### config.mk
export PLATFORM = sky130hd
export DESIGN_NAME = me_skew_window_buf
export DESIGN_NICKNAME = d
export VERILOG_FILES = /design/src/rtl/me_pkg.sv /design/src/rtl/me_skew_stage.sv /design/src/rtl/me_skew_window_buf.sv
export SDC_FILE = /design/constraint.sdc
export NUM_CORES = 2
export LEC_CHECK = 0
export CORE_AREA = 2 2 476 478
export CTS_CLUSTER_SIZE = 12
export DETAILED_ROUTE_END_ITERATION = 10
export DIE_AREA = 0 0 478 480
export GPL_TIMING_DRIVEN = 1
export PLACE_DENSITY = 0.45
export SYNTH_ARGS = -nofsm -noshare
export SYNTH_HDL_FRONTEND = slang
export SYNTH_SLANG_ARGS = --single-unit
### constraint.sdc
create_clock -name clk_i -period 46 [get_ports clk_i]
set_input_delay 13.8 -clock clk_i [delete_from_list [all_inputs] [get_ports clk_i]]
set_output_delay 13.8 -clock clk_i [all_outputs]
set_load 0.01 [all_outputs]
### src/rtl/me_pkg.sv
// Shared types and sizing helpers for the motion-estimation reference-window buffer.
// Stage k of the skew buffer holds pixels k..IN_PIX-1 of a segment, so its width
// shrinks by one pixel per stage; the helpers below keep that arithmetic in one place.
package me_pkg;

  localparam int ME_PIX_W = 8;

  typedef logic [ME_PIX_W-1:0] pix_t;

  // Pixels per incoming reference segment: one window plus the skew overlap.
  function automatic int f_in_pix(input int pe, input int rows);
    return pe + rows - 1;
  endfunction

  // Width in bits of skew stage k (it has already dropped its k lowest pixels).
  function automatic int f_stage_w(input int k, input int pe, input int rows, input int pix_w);
    return (f_in_pix(pe, rows) - k) * pix_w;
  endfunction

  // Bit offset of stage k inside a flat vector holding all stages back to back.
  function automatic int f_stage_off(input int k, input int pe, input int rows, input int pix_w);
    int off;
    off = 0;
    for (int j = 0; j < k; j++) begin
      off += f_stage_w(j, pe, rows, pix_w);
    end
    return off;
  endfunction

endpackage

### src/rtl/me_skew_stage.sv
// One register stage of the skewed window buffer.
// Loads the top OUT_W bits of its source on an advance, which drops the lowest
// pixel(s) the source carried; the low ROW_W bits of the stored value form this
// stage's row window. Stage 0 is built with IN_W == OUT_W and drops nothing.
module me_skew_stage #(
  parameter int IN_W  = 8,
  parameter int OUT_W = 8
) (
  input  logic             clk,
  input  logic             rst,
  input  logic             en,
  input  logic             flush,
  input  logic             src_vld,
  input  logic [IN_W-1:0]  src,
  output logic [OUT_W-1:0] q,
  output logic             q_vld
);

  // Pixel register: shifts on every advance whether or not the segment is valid.
  always_ff @(posedge clk or posedge rst) begin
    if (rst) begin
      q <= '0;
    end else if (en) begin
      q <= src[IN_W-1 -: OUT_W];
    end
  end

  // Valid flag: flush wins over advance and also swallows the incoming valid.
  always_ff @(posedge clk or posedge rst) begin
    if (rst) begin
      q_vld <= 1'b0;
    end else if (flush) begin
      q_vld <= 1'b0;
    end else if (en) begin
      q_vld <= src_vld;
    end
  end

endmodule

### src/rtl/me_skew_window_buf.sv
// Skewed reference-window buffer feeding the SAD PE array.
// Each advance accepts a segment of NUM_PE+NUM_ROWS-1 pixels; row r presents
// NUM_PE pixels starting at pixel r of the segment accepted r+1 advances ago.
// Optional feature macro: ME_SKEW_STAT_EN adds stat_cnt_o, a wrapping count of
// advances that leave the last row holding valid data.
module me_skew_window_buf
  import me_pkg::*;
#(
  parameter  int PIX_W    = ME_PIX_W,
  parameter  int NUM_PE   = 16,
  parameter  int NUM_ROWS = 8,
  localparam int IN_PIX   = f_in_pix(NUM_PE, NUM_ROWS),
  localparam int ROW_W    = NUM_PE * PIX_W
) (
  input  logic                       clk_i,
  input  logic                       rst_i,
  input  logic                       en_i,
  input  logic                       flush_i,
  input  logic                       vld_i,
  input  logic [IN_PIX*PIX_W-1:0]    data_i,
  output logic [NUM_ROWS*ROW_W-1:0]  data_o,
  output logic [NUM_ROWS-1:0]        vld_o,
`ifdef ME_SKEW_STAT_EN
  output logic                       full_o,
  output logic [15:0]                stat_cnt_o
`else
  output logic                       full_o
`endif
);

  localparam int TOT_W = f_stage_off(NUM_ROWS, NUM_PE, NUM_ROWS, PIX_W);

  logic [TOT_W-1:0] stage_q;

  for (genvar k = 0; k < NUM_ROWS; k++) begin : g_stage
    localparam int W     = f_stage_w(k, NUM_PE, NUM_ROWS, PIX_W);
    localparam int OFF   = f_stage_off(k, NUM_PE, NUM_ROWS, PIX_W);
    localparam int SRC_W = (k == 0) ? W : f_stage_w(k - 1, NUM_PE, NUM_ROWS, PIX_W);

    logic [SRC_W-1:0] src;
    logic             src_vld;

    if (k == 0) begin : g_head
      assign src     = data_i;
      assign src_vld = vld_i;
    end else begin : g_body
      localparam int PREV_OFF = f_stage_off(k - 1, NUM_PE, NUM_ROWS, PIX_W);
      assign src     = stage_q[PREV_OFF +: SRC_W];
      assign src_vld = vld_o[k-1];
    end

    me_skew_stage #(
      .IN_W (SRC_W),
      .OUT_W(W)
    ) u_stage (
      .clk    (clk_i),
      .rst    (rst_i),
      .en     (en_i),
      .flush  (flush_i),
      .src_vld(src_vld),
      .src    (src),
      .q      (stage_q[OFF +: W]),
      .q_vld  (vld_o[k])
    );

    assign data_o[k*ROW_W +: ROW_W] = stage_q[OFF +: ROW_W];
  end

  assign full_o = vld_o[NUM_ROWS-1];

`ifdef ME_SKEW_STAT_EN
  // Counts advances after which the deepest row holds valid data; only reset clears it.
  always_ff @(posedge clk_i or posedge rst_i) begin
    if (rst_i) begin
      stat_cnt_o <= '0;
    end else if (en_i && !flush_i && vld_o[NUM_ROWS-2]) begin
      stat_cnt_o <= stat_cnt_o + 16'd1;
    end
  end
`endif

endmodule
* Yosys cells after proc, flatten, opt, wreduce, memory -nomap -nowiden
Index checks and enable logic that the tools add are counted.
** Word-level totals
- Bits in registers :: 1256
- Input bits :: 189
- Word-level logic and storage cells :: 33
** Cells by class
- Multiplexer cells :: 16
- Reduce and logical (&&, ||, !) cells :: 1
** Operator list (count)
- $mux W1 :: 16
- $reduce_bool A2 Y1 :: 1

* Depth between registers and ports, before layout
- Depth after elaboration :: 2
- Mapped depth :: 6
- Mapped depth without buffers :: 2

* Modules after synthesis
Synthesis repeated with hierarchy kept, for this count alone.
** Second synthesis, totals
- Cell total of the unflattened synthesis :: 2676
- Area total of the unflattened synthesis :: 49272.3 sq um
** By module, submodules not included
- me_skew_stage (g_stage[0].u_stage) :: times used 1, cells each 393, area an instance 7499.7 sq um, seq. area each 4629.4 sq um
- me_skew_stage (g_stage[1].u_stage) :: times used 1, cells each 376, area an instance 7116.8 sq um, seq. area each 4429.2 sq um
- me_skew_stage (g_stage[2].u_stage) :: times used 1, cells each 359, area an instance 6700.2 sq um, seq. area each 4229.1 sq um
- me_skew_stage (g_stage[3].u_stage) :: times used 1, cells each 342, area an instance 6344.8 sq um, seq. area each 4028.9 sq um
- me_skew_stage (g_stage[4].u_stage) :: times used 1, cells each 325, area an instance 5962.0 sq um, seq. area each 3828.7 sq um
- me_skew_stage (g_stage[5].u_stage) :: times used 1, cells each 308, area an instance 5579.1 sq um, seq. area each 3628.5 sq um
- me_skew_stage (g_stage[6].u_stage) :: times used 1, cells each 291, area an instance 5171.2 sq um, seq. area each 3428.3 sq um
- me_skew_stage (g_stage[7].u_stage) :: times used 1, cells each 274, area an instance 4838.4 sq um, seq. area each 3228.1 sq um
- me_skew_window_buf :: times used 1, cells each 8, area an instance 60.1 sq um, seq. area each 0.0 sq um

* Worst setup path after synthesis
No wires, ideal clock.
- Path kind :: input to register
- Start :: in en_i
- End :: reg g_stage[2].u_stage.q[22]
- Library setup time :: 0.125 ns
- Data arrival time :: 14.694 ns
- Data required time :: 45.875 ns
- Path slack :: 31.181 ns
- Stages on the path :: 5
- Buffers on the path :: 4
- Cells stage by stage :: buf_2 > buf_6 > buf_6 > buf_6 > mux2_2
** RTL lines
- start, declared :: line me_skew_window_buf.sv:17 : input logic en_i,
- end signal, assigned :: line me_skew_stage.sv:24 : q <= src[IN_W-1 -: OUT_W];
- end, declared :: line me_skew_stage.sv:15 : output logic [OUT_W-1:0] q,
No word-level cell between the ends.

* Worst setup path in the final report
- Start :: in en_i
- End :: reg g_stage[5].u_stage.q[87]
** RTL lines (line)
- end signal, assigned :: me_skew_stage.sv:24
- end, declared :: me_skew_stage.sv:15
No word-level cell between the ends.

==> run_results.csv <==
group,metric,value,unit
logic_synthesis,syn-num-nets,3755,
grt,grt_antenna_before_repair,22,
place,hpwl,119.6,mm
logic_synthesis,synth.largest_area_cell,"dfrtp_1",
clocking,cts_tree,"yes",
worst_setup_path,startpoint_type,"input pin",
detailed_routing,drt_iter0_drc,1224,
run,drv_cap,0,
power_and_ir_drop,p_leak,0.02740,uW
layout,drive_gt1_share,37.67,%
timing,period_minus_slack,17.61,ns
worst_setup_path,crit_path_end_kind,"register",
grt,groute.usage.overall,13.57,%
clocking,clk_latency,0.79,ns
detailed_routing,ant_nets,0,
timing,finalCritPeriodShare,38.29,%
clocking,cts_buffer_depth,3,
timing,worst_slew_pin_slew,1.148,ns
floorplan,floorplan.initialDensity,23.96,%
timing,hold_violations,0,
timing,rsz0062_at_grt,"false",
detailed_routing,vias,27410,
grt,grt_pass1_wl,225.8,mm
logic_synthesis,avgSynthCellArea,15.05,sq um
timing,maxSlewViolCount,0,
logic_synthesis,synth_area_leaders,"dfrtp_1 (59%), mux2_2 (26%), buf_4 (13%)",
power_and_ir_drop,ir_drop,0.03835,mV
worst_setup_path,cp_max_fo,106,
floorplan,die_h,480,um
timing,final.setup.tns,0,ns
logic_synthesis,synth_top_family_by_area,"multiplexers",
logic_synthesis,synth-adder-area-share,0,%
layout,utilization,29.99,%
clocking,hold_buffers,0,
clocking,cts_buffers,154,
logic_synthesis,postSynthCellCount,3566,
floorplan,rows,174,
worst_setup_path,r2r-end,"g_stage[2].u_stage.q[100]",
floorplan,pin_count,1222,
clocking,postCtsSetupRepairBufs,0,
worst_hold_path,hp-start,"g_stage[6].u_stage.q[130]",
detailed_routing,dr.pass1.iters,4,
logic_synthesis,synth-compound-area-share,0,%
grt,grt_pass1_vias,28940,
timing,final.setup_skew,0.02534,ns
floorplan,die_area,229400,sq um
grt,grt_max_degree,174,
worst_hold_path,holdPathEnd,"g_stage[7].u_stage.q[122]",
timing,slew-limit-headroom,23.45,%
outcome,status,"finished clean",
layout,n_fill_cell,22420,
place,post_dp_cell_area,61890,sq um
logic_synthesis,yosys.area_share.simple,0.05594,%
worst_setup_path,r2r_start,"g_stage[1].u_stage.q[108]",
grt,overflow,0,
worst_setup_path,r2r_cells,2,
layout,regArea,31430,sq um
detailed_routing,routedWlPerCell,22.69,um
timing,setup_viol,0,
place,gp_congestion,0.8098,
clocking,htree_levels,4,
logic_synthesis,synth_top_area_share,58.55,%
worst_setup_path,r2r_slack,44.83,ns
logic_synthesis,yosysSeqAreaShare,58.55,%
layout,multi_input_area,14160,sq um
detailed_routing,via_per_inst,3.882,
timing,max_freq,56.78,MHz
floorplan,fp.coreArea,224000,sq um
detailed_routing,drc_errors,0,
worst_hold_path,hold_path_class,"register to register",
worst_hold_path,worstHoldPathCells,1,
logic_synthesis,synth_area,53680,sq um
clocking,cts_num_sinks,1256,
logic_synthesis,ys_seq_elements,1256,
logic_synthesis,ys_warn_count,0,
logic_synthesis,muxShareOfSynthArea,26.33,%
timing,fin_hold_ws,0.4890,ns
layout,nNetsFinal,4120,
clocking,cts.clk_slew.worst_paths,0.06,ns
detailed_routing,drt-total-wl,160.2,mm
layout,fin_area,67180,sq um
worst_setup_path,cp.arrival,18.27,ns
place,portBuffers,1221,
layout,area_growth,25.15,%
clocking,cts_root_buf,"clkbuf_16",
logic_synthesis,synth_xor_xnor_area_share,0,%
worst_setup_path,cp_data_required_time,46.66,ns
worst_setup_path,crit_type,"input pin to register",
power_and_ir_drop,powerDensity,58.51,nW/um^2
floorplan,dieWidth,478,um
logic_synthesis,ys_types,9,
clocking,cts_resized,0,
## routing by layer
metal	vias to the layer above	wire length, um	track usage, %	share of wire (%)
met3	219	14780	5.726	9.2
met5	-	19	0	0.012
met2	892	75850	21.89	47
met4	2	4822	4.728	3.0
li1	12050	-	-	-
met1	14250	64710	16.14	40
## cell usage after synthesis (all sizes together)
library cell     n
dfrtp         1256
buf           1045
mux2i            8
nor2             8
inv              1
mux2          1248
## state kept, by name, summed over array words and instances (netlist names)
signal                 flops
g_stage.u_stage.q       1248
g_stage.u_stage.q_vld      8
## cell type report
| class | count | area share, % |
|---|---|---|
| Sequential cell | 1256 | 46.79 |
| Multi-Input combinational cell | 1264 | 21.08 |
| Timing Repair Buffer | 1254 | 18.68 |
| Clock buffer | 230 | 6.789 |
| Tap cell | 2992 | 5.573 |
| Clock inverter | 49 | 1.017 |
| Antenna cell | 15 | 0.05588 |
| Inverter | 1 | 0.01118 |
## per-stage QoR
stage / setup slack (ns) / std cells / total power (uW)
4_1_cts: 28.37 / 7046 / 4022
3_5_place_dp: 27.46 / 6767 / 2736
2_1_floorplan: 14.84 / 3566 / 2247
6_report: 28.39 / 7061 / 3931
3_3_place_gp: 27.50 / 6767 / 2728
5_1_grt: 27.89 / 7054 / 4136
## power by group
part	switching (uW)	total (uW)	internal, uW
Sequential	243	1630	1390
Combinational	428	1060	629
Clock	508	1240	736
Total	1180	3930	2750
## logic make-up after synthesis
| logic type | count (synthesis) |
|---|---|
| DFF | 1256 |
| muxes | 1256 |
| and+or+nand+nor | 8 |
| buffers and inverters | 1046 |
## placed cells by master (no fill, tap or decap), types with 3 or more instances in the layout
| master | synthesis | final |
|---|---|---|
| inv_6 | 0 | 3 |
| mux2i_1 | 8 | 8 |
| dfrtp_1 | 1256 | 1256 |
| buf_12 | 0 | 5 |
| clkbuf_8 | 0 | 40 |
| mux2_2 | 1248 | 1248 |
| clkinv_8 | 0 | 6 |
| clkinv_16 | 0 | 5 |
| clkinv_2 | 0 | 19 |
| nor2_1 | 8 | 8 |
| clkbuf_1 | 0 | 35 |
| bufinv_16 | 0 | 8 |
| clkdlybuf4s50_1 | 0 | 1220 |
| diode_2 | 0 | 15 |
| buf_4 | 904 | 28 |
| clkinvlp_4 | 0 | 7 |
| clkbuf_16 | 0 | 155 |
## critical path, cell delays in order
cell and delay [ns]:
buf_16 0.33, buf_4 0.78, buf_4 0.85, buf_4 0.84, buf_4 0.90, mux2_2 0.42
## worst max-delay path by stage
stage                                 to  slack, ns  startpoint  depth (start not counted)
2_1_floorplan    g_stage[0].u_stage.q[0]      14.84       rst_i                          1
3_3_place_gp   g_stage[2].u_stage.q[137]      27.50       rst_i                          7
3_5_place_dp   g_stage[0].u_stage.q[153]      27.46       rst_i                          7
4_1_cts         g_stage[7].u_stage.q[97]      28.37       rst_i                          7
5_1_grt        g_stage[0].u_stage.q[153]      27.89       rst_i                          7
6_report        g_stage[5].u_stage.q[87]      28.39        en_i                          6
(Power assumes the default switching activity.)
